$ cat src/rtl/l2_bus_pkg.sv
// Shared types and constants for the L2 bus arbiter: FSM states, port count,
// burst length and the per-port request bundle.
package l2_bus_pkg;

    localparam int L2_NUM_PORTS = 2;
    localparam int L2_BURST_LEN = 4;
    localparam int L2_AW        = 32;
    localparam int L2_DW        = 32;

    typedef enum logic [1:0] {
        IDLE,
        RD_BURST,
        WR
    } arb_state_e;

    typedef struct packed {
        logic              rd_en;
        logic              wr_en;
        logic [L2_AW-1:0]  addr;
        logic [L2_DW-1:0]  wr_data;
    } l2_req_t;

    function automatic logic [L2_NUM_PORTS-1:0] port_onehot(input logic port);
        return port ? 2'b10 : 2'b01;
    endfunction

endpackage

$ cat src/rtl/rr_arb2.sv
// Two-way combinational round-robin pick: the port named by rr_ptr_i wins a
// tie, and a lone requester always wins.
module rr_arb2 (
    input  logic [1:0] req_i,
    input  logic       rr_ptr_i,
    output logic [1:0] gnt_o,
    output logic       vld_o
);

    // NOTE: every output gets a default before any branch so no latch is inferred.
    always_comb begin
        gnt_o = 2'b00;
        if (req_i[rr_ptr_i]) begin
            gnt_o[rr_ptr_i] = 1'b1;
        end else if (req_i[~rr_ptr_i]) begin
            gnt_o[~rr_ptr_i] = 1'b1;
        end
    end

    assign vld_o = |req_i;

endmodule

$ cat src/rtl/l2_bus_arbiter.sv
// Shares the L2 port between the I-cache (port 0) and D-cache (port 1) miss
// handlers: 4-beat refill read bursts and single-beat write-through writes.
module l2_bus_arbiter
    import l2_bus_pkg::*;
#(
    parameter int NUM_PORTS = L2_NUM_PORTS,
    parameter int BURST_LEN = L2_BURST_LEN,
    parameter int AW        = L2_AW,
    parameter int DW        = L2_DW
) (
    input  logic                           clk,
    input  logic                           rst,
    input  logic [NUM_PORTS-1:0]           req_rd_en,
    input  logic [NUM_PORTS-1:0]           req_wr_en,
    input  logic [NUM_PORTS-1:0][AW-1:0]   req_addr,
    input  logic [NUM_PORTS-1:0][DW-1:0]   req_wr_data,
    output logic [NUM_PORTS-1:0]           rd_granted,
    output logic [NUM_PORTS-1:0]           wr_granted,
    output logic [DW-1:0]                  rd_data,
    output logic [NUM_PORTS-1:0]           rd_data_vld,
    output logic [AW-1:0]                  l2_addr,
    output logic                           l2_rd_en,
    output logic                           l2_wr_en,
    output logic [DW-1:0]                  l2_wr_data,
    input  logic [DW-1:0]                  l2_rd_data,
    input  logic                           l2_ready
);

    localparam int BW = $clog2(BURST_LEN);

    arb_state_e            state_q;
    logic                  owner_q;
    logic                  rr_ptr_q;
    logic [BW-1:0]         beat_cnt_q;
    logic [DW-1:0]         rd_data_q;
    logic [NUM_PORTS-1:0]  rd_data_vld_q;

    l2_req_t               own_req;
    logic [NUM_PORTS-1:0]  arb_req;
    logic [NUM_PORTS-1:0]  arb_gnt;
    logic                  arb_vld;
    logic                  wr_class;
    logic                  rd_fire;
    logic                  wr_fire;

    // Writes beat reads, so the arbiter only looks at the read class when no write is pending.
    assign wr_class = |req_wr_en;
    assign arb_req  = wr_class ? req_wr_en : req_rd_en;

    rr_arb2 u_rr_arb2 (
        .req_i    (arb_req),
        .rr_ptr_i (rr_ptr_q),
        .gnt_o    (arb_gnt),
        .vld_o    (arb_vld)
    );

    always_comb begin
        own_req.rd_en   = req_rd_en[owner_q];
        own_req.wr_en   = req_wr_en[owner_q];
        own_req.addr    = req_addr[owner_q];
        own_req.wr_data = req_wr_data[owner_q];
    end

    assign rd_fire = (state_q == RD_BURST) && own_req.rd_en && l2_ready;
    assign wr_fire = (state_q == WR) && own_req.wr_en && l2_ready;

    always_comb begin
        l2_rd_en   = 1'b0;
        l2_wr_en   = 1'b0;
        l2_addr    = '0;
        l2_wr_data = '0;
        rd_granted = '0;
        wr_granted = '0;
        case (state_q)
            RD_BURST: begin
                l2_rd_en   = own_req.rd_en;
                l2_addr    = own_req.addr;
                rd_granted = rd_fire ? port_onehot(owner_q) : '0;
            end
            WR: begin
                l2_wr_en   = own_req.wr_en;
                l2_addr    = own_req.addr;
                l2_wr_data = own_req.wr_data;
                wr_granted = wr_fire ? port_onehot(owner_q) : '0;
            end
            default: ;
        endcase
    end

    // NOTE: sequential state uses non-blocking assignments only; every register here is
    // small enough to sit in the synchronous reset.
    always_ff @(posedge clk) begin
        if (rst) begin
            state_q       <= IDLE;
            owner_q       <= 1'b0;
            rr_ptr_q      <= 1'b0;
            beat_cnt_q    <= '0;
            rd_data_q     <= '0;
            rd_data_vld_q <= '0;
        end else begin
            rd_data_vld_q <= rd_granted;
            if (rd_fire) begin
                rd_data_q <= l2_rd_data;
            end
            case (state_q)
                IDLE: begin
                    if (arb_vld) begin
                        owner_q <= (arb_gnt == 2'b10);
                        state_q <= wr_class ? WR : RD_BURST;
                    end
                end
                RD_BURST: begin
                    if (!own_req.rd_en) begin
                        state_q    <= IDLE;
                        rr_ptr_q   <= ~owner_q;
                        beat_cnt_q <= '0;
                    end else if (l2_ready) begin
                        beat_cnt_q <= beat_cnt_q + BW'(1);
                        if (beat_cnt_q == BW'(BURST_LEN - 1)) begin
                            state_q  <= IDLE;
                            rr_ptr_q <= ~owner_q;
                        end
                    end
                end
                WR: begin
                    // Leave on the grant, or at once if the requester withdrew before it.
                    if (!own_req.wr_en || l2_ready) begin
                        state_q  <= IDLE;
                        rr_ptr_q <= ~owner_q;
                    end
                end
                default: state_q <= IDLE;
            endcase
        end
    end

    assign rd_data     = rd_data_q;
    assign rd_data_vld = rd_data_vld_q;

endmodule
$ cat config.mk
export PLATFORM = sky130hd
export DESIGN_NAME = l2_bus_arbiter
export DESIGN_NICKNAME = d
export VERILOG_FILES = /design/src/rtl/l2_bus_pkg.sv /design/src/rtl/rr_arb2.sv /design/src/rtl/l2_bus_arbiter.sv
export SDC_FILE = /design/constraint.sdc
export NUM_CORES = 1
export LEC_CHECK = 0
export BUFFER_PORTS_ARGS = -buffer_cell sky130_fd_sc_hd__buf_4
export CORE_AREA = 2 2 106 108
export DETAILED_ROUTE_END_ITERATION = 7
export DIE_AREA = 0 0 108 110
export GPL_TIMING_DRIVEN = 0
export PLACE_DENSITY = 0.58
export SYNTH_ARGS = -nofsm -noshare
export SYNTH_HDL_FRONTEND = slang
export SYNTH_SLANG_ARGS = --single-unit
$ cat constraint.sdc
create_clock -name clk -period 4 [get_ports clk]
set_input_delay 0.8 -clock clk [delete_from_list [all_inputs] [get_ports clk]]
set_output_delay 0.8 -clock clk [all_outputs]
set_load 0.1 [all_outputs]
==> After elaboration in Yosys (flattened, before gate mapping) <==
Index checks and enable logic that the tools add are counted.
{ "totals": {"reg_bits": 40, "in_bits": 167, "output_inout_bits": 104, "word_cells": 82} }
{ "classes": {"n_addsub": 1, "n_lt_le_gt_ge": 5, "eq_ne": 9, "n_mux": 42, "n_bitwise": 2, "reduce_logical": 17} }
{ "ops": {"columns": ["op", "count"], "rows": [
  ["32-bit 2-to-1 mux", 6],
  ["2-bit 2-to-1 mux", 16],
  ["1-bit 2-to-1 mux", 16],
  ["4-bit AND reduction", 2],
  ["2-bit equality test (second input constant)", 3],
  ["1-bit logical AND", 6],
  ["1-bit by 2-bit < comparator with 1-bit output (second input constant)", 3],
  ["2-bit case mux with 3 select lines", 1],
  ["2-bit OR reduction", 3],
  ["2-bit inequality test (second input constant)", 2],
  ["2-bit AND reduction", 2],
  ["3-bit by 2-bit inequality test with 1-bit output (second input constant)", 1],
  ["3-bit inequality test (second input constant)", 1],
  ["2-bit by 1-bit adder with 2-bit output (second input constant)", 1],
  ["1-bit demux with 1-bit select", 2],
  ["2-bit by 1-bit equality test with 1-bit output (second input constant)", 1],
  ["1-bit >= comparator (second input constant)", 2],
  ["2-bit logical NOT", 1],
  ["2-bit by 1-bit inequality test with 1-bit output (second input constant)", 1],
  ["1-bit NOT", 2],
  ["1-bit case mux with 2 select lines", 1],
  ["2-bit nonzero test", 1],
  ["1-bit logical NOT", 1],
  ["1-bit logical OR", 1]
]} }

==> Depth between registers and ports, before layout <==
{ "depth": {"ltp_word": 8, "depth_mapped": 7, "depth_no_buf": 6} }

==> Hierarchy <==
A second synthesis with hierarchy kept.
{ "unflattened": {"cells_unflattened": 343, "area_unflattened_um2": 2760.1} }
{ "modules_own_cells": {"columns": ["mod", "instances", "cells_each", "area_per_inst_um2", "seq_area_each_um2"], "rows": [
  ["l2_bus_arbiter", 1, 339, 2735.1, 800.8],
  ["rr_arb2", 1, 4, 25.0, 0.0]
]} }

==> Worst setup path after synthesis <==
Ideal clock, no wire load.
{ "synth_path": {"kind": "input-to-output", "startpoint": "input port req_wr_en[1]", "endpoint": "output port wr_granted[0]", "t_arrival_ns": 4.585, "required_time_ns": 3.200, "setup_slack_ns": -1.385, "stages": 3, "n_path_buf": 0, "cell_sequence": "mux2i_1 > nor2b_1 > nor3b_1"} }
{ "synth_via": {"elab_chain_len": 6} }
{ "synth_rtl": {"columns": ["item", "line", "rtl"], "rows": [
  ["start: declaration", "l2_bus_arbiter.sv:14", "input logic [NUM_PORTS-1:0] req_wr_en,"],
  ["1-bit 2-to-1 mux (not written as such) (2 in a row)", "l2_bus_arbiter.sv:59", "own_req.wr_en = req_wr_en[owner_q];"],
  ["1-bit logical AND (2 in a row)", "l2_bus_arbiter.sv:65", "assign wr_fire = (state_q == WR) && own_req.wr_en && l2_ready;"],
  ["2-bit 2-to-1 mux", "l2_bus_arbiter.sv:84", "wr_granted = wr_fire ? port_onehot(owner_q) : '0;"],
  ["2-bit 2-to-1 mux", "l2_bus_arbiter.sv:74", "case (state_q)"],
  ["end: declaration", "l2_bus_arbiter.sv:18", "output logic [NUM_PORTS-1:0] wr_granted,"]
]} }
No other way between the ends. The select of a mux whose other input is x is not followed.

==> Final worst setup path <==
{ "layout_path": {"startpoint": "input port req_rd_en[1]", "endpoint": "output port rd_granted[1]"} }
{ "layout_via": {"elab_chain_len": 6} }
{ "layout_rtl": {"columns": ["item", "line", "rtl"], "rows": [
  ["start: declaration", "l2_bus_arbiter.sv:13", "input logic [NUM_PORTS-1:0] req_rd_en,"],
  ["1-bit 2-to-1 mux (not written as such) (2 in a row)", "l2_bus_arbiter.sv:58", "own_req.rd_en = req_rd_en[owner_q];"],
  ["1-bit logical AND (2 in a row)", "l2_bus_arbiter.sv:64", "assign rd_fire = (state_q == RD_BURST) && own_req.rd_en && l2_ready;"],
  ["2-bit 2-to-1 mux", "l2_bus_arbiter.sv:78", "rd_granted = rd_fire ? port_onehot(owner_q) : '0;"],
  ["2-bit 2-to-1 mux", "l2_bus_arbiter.sv:74", null],
  ["end: declaration", "l2_bus_arbiter.sv:17", "output logic [NUM_PORTS-1:0] rd_granted,"]
]} }
No other way between the ends. The select of a mux whose other input is x is not followed.

==> impl_metrics.py <==
metrics = {
    "finish": {
        "syn_to_final_growth_pct": 86.49,
        "fin_nets": 784,
        "drive_gt1_frac": 0.4870,
        "multi_input_area_mm2": 0.001748,
        "final.fill_count": 1107,
        "final_core_util": 0.4698,
        "layoutNonFillerInstCount": 754,
        "ff_latch_area_um2": 800.8,
        "antenna_cells": 0,
    },
    "worst_setup_path": {
        "cpMostUsedCell": "buf_4",
        "r2r-start": "state_q[0]$_SDFFE_PP0P_",
        "ff2ff_path_depth": 6,
        "worst_ep_required_time_ns": 3.20,
        "rrSetupSlack_ns": 2.40,
        "cp.arrival_ns": 2.12,
        "cp_slowest_stage_delay_ns": 0.31,
        "cp_max_fo": 10,
        "cp_slowest_cell": "mux2_2",
        "crit_chain": "buf_4, mux2_2, and3_1, buf_4, buf_6, and2_1, buf_4",
        "worst_r2r_endpoint": "state_q[0]$_SDFFE_PP0P_",
        "end_kind": "primary output",
        "startpoint_type": "input pin",
        "path_class": "input pin to primary output",
    },
    "floorplanning": {
        "dieArea_mm2": 0.01188,
        "die_x_um": 108,
        "die_y_um": 110,
        "io_pins": 271,
        "initial_core_util": 0.2519,
        "core_mm2": 0.01070,
        "placementRows": 38,
    },
    "routing": {
        "routed_wirelength_um": 11110,
        "postRouteAntennaNets": 0,
        "vias_per_cell": 4.373,
        "drtIter0Drc": 115,
        "firstDrtPassIters": 4,
        "vias": 3297,
        "routedWlPerCell_um": 14.73,
        "drc": 0,
    },
    "hold_path": {
        "hold_class": "register to register",
        "min_to": "rd_data[31]$_SDFFE_PP0N_",
        "min_from": "rd_data[31]$_SDFFE_PP0N_",
        "min_delay_path_depth": 2,
    },
    "logic_synthesis": {
        "synth_top_area_share": 0.2971,
        "ys_top_cells_by_area": "dfxtp_1 30%, mux2i_1 25%, nor2b_1 15%",
        "syn_inst": 336,
        "synth_area_mm2": 0.002695,
        "ys_seq_area_frac": 0.2971,
        "ys_types": 31,
        "yosysWarnings": 0,
        "syn_nets": 507,
        "synth_top_area_cell": "dfxtp_1",
        "ys_ff_latch": 40,
        "synth.avg_cell_area_um2": 8.021,
    },
    "clock_network": {
        "cts_hold_buf": 0,
        "cts.sinks": 40,
        "clk_latency_ns": 0.29,
        "cts_resized": 0,
        "clk_pin_slew_worst_paths_ns": 0.07,
        "postCtsSetupBuffers": 0,
        "root_buffer": "clkbuf_8",
        "cts_tree": "done",
        "cts-buffers-inserted": 5,
        "htree_levels": 2,
        "clk_path_buf_depth": 2,
    },
    "place": {
        "routabilityCongestion": 0.7673,
        "dp_hpwl_um": 9390,
        "io_buffers": 270,
        "pre_cts_slack_ns": 1.087,
        "placed_cells": 746,
    },
    "global_routing": {
        "grt_max_degree": 14,
        "grt_pass1_wl_um": 15860,
        "grt_antenna_before_repair": 0,
        "grt_pass1_vias": 3250,
        "grtUsageTotal": 0.1684,
        "grt-ovfl-total": 0,
    },
    "timing": {
        "final-hold-violation-count": 0,
        "period_share": 0.7289,
        "drv_slew": 0,
        "rsz0062_at_grt": "no",
        "slew_headroom": 0.5881,
        "skew_ns": 0.01155,
        "final.setup.tns_ns": 0,
        "setup_viol": 0,
        "fmax_mhz": 343.0,
        "tightestPinTransition_ns": 0.6179,
        "post-route-min-period_ns": 2.916,
        "worst_slack_ns": 1.084,
    },
    "flow_run": {
        "maxCapViolCount": 0,
    },
    "pwr": {
        "ir_drop_uv": 203.7,
        "p_per_area_mw_per_mm2": 391.6,
        "p_leak_nw": 2.347,
    },
    "status": {
        "status": "completed",
    },
}
[cell families after synthesis]
| logic type | share of synthesized area |
|---|---|
| mux | 0.2493 |
| buf+inv | 0.05710 |
| fa+ha+maj | 0.01857 |
| compound gates | 0.09703 |
| flops | 0.2971 |
| simple gates | 0.2809 |
[cells in the mapped netlist]
library cell	instances
a221oi_1	1
inv_1	6
a21oi_1	35
or2_2	1
a32o_1	1
a311oi_1	1
o221ai_1	1
nand2b_1	1
buf_6	2
nor4_1	1
clkbuf_1	11
nor2b_1	66
buf_2	9
a21boi_0	1
mux2i_1	66
o21ai_0	1
nor3_1	2
nor3b_1	1
a22oi_1	1
nand2_1	67
a21bo_2	1
buf_4	3
ha_1	4
and2_1	2
o21ai_1	1
nand3_2	1
a2bb2oi_2	1
and3_1	3
mux2_2	1
nor2_1	4
dfxtp_1	40
[layout by cell type, fill, tap and decap left out, drive strengths merged]
master     n
dfxtp     40
a22oi      1
a21oi     35
o21ai      2
nand3      1
bufinv     1
and2       2
a32o       1
a311oi     1
clkinv     1
mux2       1
a21boi     1
nor2b     66
nor3       2
a221oi     1
nor3b      1
nor2       4
o221ai     1
mux2i     66
and3       3
buf      284
a21bo      1
nand2b     1
or2        1
a2bb2oi    1
clkbuf    17
nand2     67
nor4       1
ha         4
inv        6
[worst max-delay path by stage]
stage	from	endpoint	slack, ns	cells after the start
finish	req_rd_en[1]	rd_granted[1]	1.08	7
global route	req_rd_en[1]	rd_granted[1]	1.02	7
CTS	req_rd_en[1]	rd_granted[1]	1.08	7
detailed placement	req_rd_en[1]	rd_granted[1]	1.09	7
global placement	req_rd_en[1]	rd_granted[1]	1.08	7
floorplan	req_wr_en[1]	wr_granted[0]	0.09	3
[power breakdown]
part | switching [W] | leakage, nW | internal [W]
clock network | 0.000144 | 0.0614 | 0.000204
registers | 0.00000584 | 0.323 | 0.000408
logic | 0.000862 | 1.96 | 0.000343
total | 0.00101 | 2.35 | 0.000956
[metal layers]
| metal | vias to the layer above | track usage | share of wire |
|---|---|---|---|
| li1 | 1670 | - | - |
| met1 | 1475 | 0.1801 | 0.36 |
| met2 | 146 | 0.3208 | 0.54 |
| met3 | 6 | 0.05879 | 0.097 |
| met4 | 0 | 0.03297 | 0.0068 |
| met5 | - | 0 | 0 |
[sequential cells by signal (all words and copies together) (netlist names)]
signal / flops
state_q: 2
rd_data_vld: 2
rd_data: 32
rr_ptr_q: 1
owner_q: 1
beat_cnt_q: 2
[per-stage QoR]
| stage | total power (W) | area, um^2 | hold WS, ns |
|---|---|---|---|
| after global routing | 0.002051 | 5026 | 0.4871 |
| after CTS | 0.001990 | 5026 | 0.4630 |
| final | 0.001968 | 5026 | 0.4580 |
| after floorplan | 0.001312 | 2703 | 0.4691 |
| after global placement | 0.001629 | 4905 | 0.4430 |
| after detailed placement | 0.001636 | 4905 | 0.4517 |
[cell type report]
type                            instances  share of cell area
Timing Repair Buffer                  270              0.4033
Multi-Input combinational cell        265              0.3478
Inverter                                6            0.004481
Clock buffer                            6             0.01643
Tap cell                              140             0.03485
Clock inverter                          2            0.007717
Sequential cell                        40              0.1593
Buffer                                 25             0.02614
[critical path, delay by kind of cell]
| kind | cells | cell delay (ns) |
|---|---|---|
| simple gates | 2 | 0.35 |
| mux | 1 | 0.31 |
| buf+inv | 4 | 0.65 |
(Power assumes the default switching activity.)
